File: src/rtl/sync_fifo_pkg.sv
// Shared constants and helpers for the parametrised synchronous FIFO.
//   DEF_WIDTH / DEF_DEPTH : default geometry (matches the legacy 8x9 FIFO)
//   ptr_wrap()            : pointer increment that keeps the extra wrap bit
package sync_fifo_pkg;

    localparam int DEF_WIDTH = 9;
    localparam int DEF_DEPTH = 8;

    // Increment an (aw+1)-bit pointer held in the low bits of a 32-bit word.
    // The top (wrap) bit toggles each time the address field rolls over.
    function automatic logic [31:0] ptr_wrap(input logic [31:0] ptr, input int aw);
        logic [31:0] mask;
        mask = (32'd1 << (aw + 1)) - 32'd1;
        return (ptr + 32'd1) & mask;
    endfunction

endpackage

File: src/rtl/fifo_ram_1r1w.sv
// DEPTH x WIDTH simple dual-port storage: synchronous write, registered read.
//   clk           : clock, rising edge
//   rst           : sync active-high, clears only the read register
//   we/waddr/wdata: write port
//   re/raddr      : read request; rdata updates on the next edge, else holds
//   rdata         : registered read data
module fifo_ram_1r1w #(
    parameter int WIDTH = 9,
    parameter int DEPTH = 8,
    parameter int AW    = 3
) (
    input  logic             clk,
    input  logic             rst,
    input  logic             we,
    input  logic [AW-1:0]    waddr,
    input  logic [WIDTH-1:0] wdata,
    input  logic             re,
    input  logic [AW-1:0]    raddr,
    output logic [WIDTH-1:0] rdata
);

    // Storage is intentionally not reset.
    logic [WIDTH-1:0] mem [DEPTH];

    always_ff @(posedge clk) begin
        if (we) mem[waddr] <= wdata;
    end

    always_ff @(posedge clk) begin
        if (rst)     rdata <= '0;
        else if (re) rdata <= mem[raddr];
    end

endmodule

File: src/rtl/sync_fifo_param.sv
// Parametrised single-clock FIFO with level count, sticky overflow/underflow
// and programmable almost-full / almost-empty watermarks.
//   clk, rst       : clock, sync active-high reset
//   clr            : sync flush (pointers/count/flags), storage and dout kept
//   wr_en, din     : push request and data
//   rd_en          : pop request
//   dout           : registered pop data (1-cycle latency)
//   dout_valid     : dout was popped by the previous edge
//   full, empty, almost_full, almost_empty, count : occupancy status
//   overflow, underflow : sticky error flags
module sync_fifo_param
    import sync_fifo_pkg::*;
#(
    parameter  int WIDTH     = DEF_WIDTH,
    parameter  int DEPTH     = DEF_DEPTH,
    parameter  int AFULL_TH  = DEPTH - 2,
    parameter  int AEMPTY_TH = 2,
    localparam int AW        = $clog2(DEPTH)
) (
    input  logic             clk,
    input  logic             rst,
    input  logic             clr,
    input  logic             wr_en,
    input  logic [WIDTH-1:0] din,
    input  logic             rd_en,
    output logic [WIDTH-1:0] dout,
    output logic             dout_valid,
    output logic             full,
    output logic             empty,
    output logic             almost_full,
    output logic             almost_empty,
    output logic [AW:0]      count,
    output logic             overflow,
    output logic             underflow
);

    localparam int PW = AW + 1;
    localparam logic [AW:0] AF_TH = PW'(AFULL_TH);
    // A threshold at or above DEPTH simply means "always almost empty".
    localparam logic [AW:0] AE_TH = PW'((AEMPTY_TH > DEPTH) ? DEPTH : AEMPTY_TH);

    generate
        if ((DEPTH < 2) || ((DEPTH & (DEPTH - 1)) != 0))
            $fatal(1, "sync_fifo_param: DEPTH must be a power of two >= 2");
        if (AFULL_TH > DEPTH)
            $fatal(1, "sync_fifo_param: AFULL_TH must not exceed DEPTH");
    endgenerate

    logic [AW:0] wr_ptr, rd_ptr;
    logic        push_ok, pop_ok;

    assign full  = (wr_ptr[AW-1:0] == rd_ptr[AW-1:0]) && (wr_ptr[AW] != rd_ptr[AW]);
    assign empty = (wr_ptr == rd_ptr);

    assign almost_full  = (count >= AF_TH);
    assign almost_empty = (count <= AE_TH);

    // rst and clr both swallow any handshake in the same cycle.
    assign push_ok = wr_en && !full  && !clr && !rst;
    assign pop_ok  = rd_en && !empty && !clr && !rst;

    always_ff @(posedge clk) begin
        if (rst || clr) begin
            wr_ptr     <= '0;
            rd_ptr     <= '0;
            count      <= '0;
            dout_valid <= 1'b0;
            overflow   <= 1'b0;
            underflow  <= 1'b0;
        end else begin
            if (push_ok) wr_ptr <= PW'(ptr_wrap(32'(wr_ptr), AW));
            if (pop_ok)  rd_ptr <= PW'(ptr_wrap(32'(rd_ptr), AW));
            case ({push_ok, pop_ok})
                2'b10:   count <= count + 1'b1;
                2'b01:   count <= count - 1'b1;
                default: count <= count;
            endcase
            dout_valid <= pop_ok;
            if (wr_en && full)  overflow  <= 1'b1;
            if (rd_en && empty) underflow <= 1'b1;
        end
    end

    fifo_ram_1r1w #(
        .WIDTH (WIDTH),
        .DEPTH (DEPTH),
        .AW    (AW)
    ) u_ram (
        .clk   (clk),
        .rst   (rst),
        .we    (push_ok),
        .waddr (wr_ptr[AW-1:0]),
        .wdata (din),
        .re    (pop_ok),
        .raddr (rd_ptr[AW-1:0]),
        .rdata (dout)
    );

endmodule

File: config.mk
export PLATFORM = sky130hd
export DESIGN_NAME = sync_fifo_param
export DESIGN_NICKNAME = d
export VERILOG_FILES = /design/src/rtl/sync_fifo_pkg.sv /design/src/rtl/fifo_ram_1r1w.sv /design/src/rtl/sync_fifo_param.sv
export SDC_FILE = /design/constraint.sdc
export NUM_CORES = 1
export LEC_CHECK = 0
export ABC_AREA = 1
export BUFFER_PORTS_ARGS = -buffer_cell sky130_fd_sc_hd__buf_2
export CAP_MARGIN = 40
export CORE_MARGIN = 4
export CORE_UTILIZATION = 55
export DETAILED_ROUTE_END_ITERATION = 8
export PLACE_DENSITY_LB_ADDON = 0.1
export SLEW_MARGIN = 15
export SYNTH_ARGS = -nofsm -noshare
export SYNTH_HDL_FRONTEND = slang
export SYNTH_SLANG_ARGS = --single-unit
File: constraint.sdc
create_clock -name clk -period 3.6 [get_ports clk]
set_input_delay 0.72 -clock clk [delete_from_list [all_inputs] [get_ports clk]]
set_output_delay 0.72 -clock clk [all_outputs]
set_load 0.03 [all_outputs]
==> results.md <==
- Status: completed
- Routed WL: around 7900 um
- GRT overflow: 0
- Fin crit share: 0.748
- Final Non-Filler Cells: ~580
- # H-tree levels: 3
- WL per Instance: 13.7 um
- CP max FO: 25
- Row count: 31
- Die W: roughly 95 um
- YS warnings: 0
- Slew @ Worst Pin: around 0.79 ns
- Layout cells sized above 1: 0.139
- Crit path launch: rd_ptr[2]
- WP data required: roughly 3.9 ns
- Crit path launch type: flop
- Setup-failing EPs final: 0
- Remaining antenna violation count: 0
- Worst R2R Start: rd_ptr[2]
- P&R area growth vs syn: 11.3%
- Leakage: roughly 2.0 nW
- Placed cells: ~570
- Nets: between 400 and 500
- Drc violations: 0
- Synth Net Count: roughly 460
- GP Congestion: roughly 0.8
- First-pass GRT wire length: about 13,000 um
- PostCTS Resize Cnt: 0
- Critical Path End Type: flop
- Vias post-DR: roughly 2,900
- Clock Skew: a little under 0.007 ns
- Hold_sp: overflow
- # diodes: 0
- Hold crit path type: reg -> reg
- Postcts setup bufs: 0
- Final worst slack: between 0.9 and 1 ns
- RSZ-0062 raised after global routing: no
- Distinct cell type count after synthesis: 24
- Die area: between 9000 and 10,000 sq um
- Core area: between 7000 and 8000 sq um
- Largest net degree at the start of global routing: 50
- Vias in the first global route: 2,571
- Clock Latency Late Sink: 0.35 ns
- Peak supply drop: 0.294 mV
- Starting density of the core: 0.571
- Port buffer count: 33
- WS Path Type: reg -> reg
- Seq cells post-synth: 96
- Die Height: approximately 95 um
- TritonCTS Sinks: 96
- Fin. max-slew vios: 0
- Sequential area share after synthesis: 0.635
- Final count of hold timing violations: 0
- Initial antenna violation count: 0
- Power Dens Cells: 420 nW/um^2
- Reg clk slew, reported paths: around 0.090 ns
- Total GRT Usage: 0.191
- TritonRoute pass-1 iters: 4
- Dpl hpwl: slightly above 5000 um
- Synth Instances: between 400 and 500
- CTS Hold Bufs: 0
- TritonCTS clock tree: done
- CTS Buf Count: 9
- Max_slew headroom: 0.470
- Root Driver: clkbuf_8
- Syn Std Cell Area: around 4200 sq um
- I/O pins: 34
- F_max: around 370 MHz
- Setup TNS: 0 ns
- Clock Path Buffers: 2
- Post-Place Setup Slack: roughly 0.66 ns
- Worst path arrival time: 2.98 ns
- Max-cap violation count: 0
- Post-DR vias/cell: around 5
- Mapped Avg Cell Area: 9.50 sq um
- Detailed Route Iter0 Violations: 164
- Minimum clock period: between 2 and 3 ns
worst max-delay path, cell delays in order (launching register included):
cell and delay (ns):
dfxtp_1 0.67, inv_2 0.20, nand2_1 0.11, nand2_1 0.07
inv_1 0.05, nor2_1 0.04, nand2_2 0.11, nand2_4 0.17
inv_1 0.15, ha_1 0.24, ha_1 0.30, a21oi_1 0.15
nand2_1 0.08, xnor2_1 0.13, nand2_1 0.06, a21oi_1 0.11
path summary, 6_finish.rpt:
kind	slack, ns	to	depth (start not counted)
min	0.45	overflow	2
max reg2reg	0.91	count[3]	15
min reg2reg	0.45	overflow	2
max	0.91	count[3]	15
state kept, by name (all words and copies together) (netlist names):
| register | cells |
|---|---|
| u_ram.mem | 72 |
| u_ram.rdata | 9 |
| count | 4 |
| rd_ptr | 4 |
| wr_ptr | 4 |
| dout_valid | 1 |
| overflow | 1 |
| underflow | 1 |
report_power, final:
group | internal, mW | switching, mW | leakage (nW) | total (mW)
Sequential | 1.19 | 0.00301 | 0.842 | 1.20
Combinational | 0.0185 | 0.0475 | 1.03 | 0.0661
Clock | 0.321 | 0.362 | 0.0962 | 0.683
Total | 1.53 | 0.413 | 1.97 | 1.94
cells in the mapped netlist, drive strengths merged:
cell type	number	area [sq um]
nand4	1	6.26
a21oi	9	45.0
xnor2	3	26.3
nand2	110	428
o21ai	41	205
nand3	11	55.1
clkinv	1	3.75
nor2	100	393
clkbuf	5	18.8
edfxtp	72	2160
dfxtp	24	480
xor2	4	35.0
buf	9	61.3
inv	42	158
ha	5	62.6
fa	1	20.0
placed cells by master, fill, tap and decap left out, types with 4 or more instances in the layout:
master	synthesis	final
xor2_1	4	4
nor2_1	97	97
a21oi_1	9	9
dfxtp_1	24	24
ha_1	5	5
buf_2	4	33
clkbuf_8	0	9
o21ai_0	40	40
inv_1	38	38
inv_2	4	4
nand2_1	106	106
nand3_1	11	11
buf_4	4	9
edfxtp_1	72	72
routing by layer:
layer  wire [um]  vias to the layer above  track usage
met1        3690                     1307        0.258
met4         108                        0       0.0721
met3         367                        9       0.0287
li1            -                     1487            -
met5           0                        -            0
met2        3770                       66        0.311
layout make-up:
class                   instances  area (sq um)
clock buffers                   9           124
clock inverters                 7          70.1
fillers                       638          2660
inverters                      43           161
multi-input cells             285          1280
flip-flops and latches         96          2640
well taps                      99           124
repair buffers                 42           233
per-stage QoR:
step / total power [mW] / utilization / cell area (sq um) / hold WS (ns)
after floorplan: 1.26 / - / 4160 / 0.452
after global placement: 1.29 / 0.608 / 4440 / 0.434
after detailed placement: 1.29 / 0.608 / 4440 / 0.437
after CTS: 1.96 / 0.635 / 4630 / 0.454
after global routing: 2.02 / 0.635 / 4630 / 0.465
final: 1.94 / 0.635 / 4630 / 0.450
cell families (layout without fill, tap and decap cells):
group	count (synthesis)	after routing	share of synthesized area
adder cells (fa/ha/maj)	6	6	0.0198
buffers and inverters	57	101	0.0580
XOR/XNOR	7	7	0.0147
AND/OR/NAND/NOR	222	222	0.212
AO/OA/AOI/OAI	50	50	0.0601
flip-flops	96	96	0.635
Power figures use the tool's default switching activity.
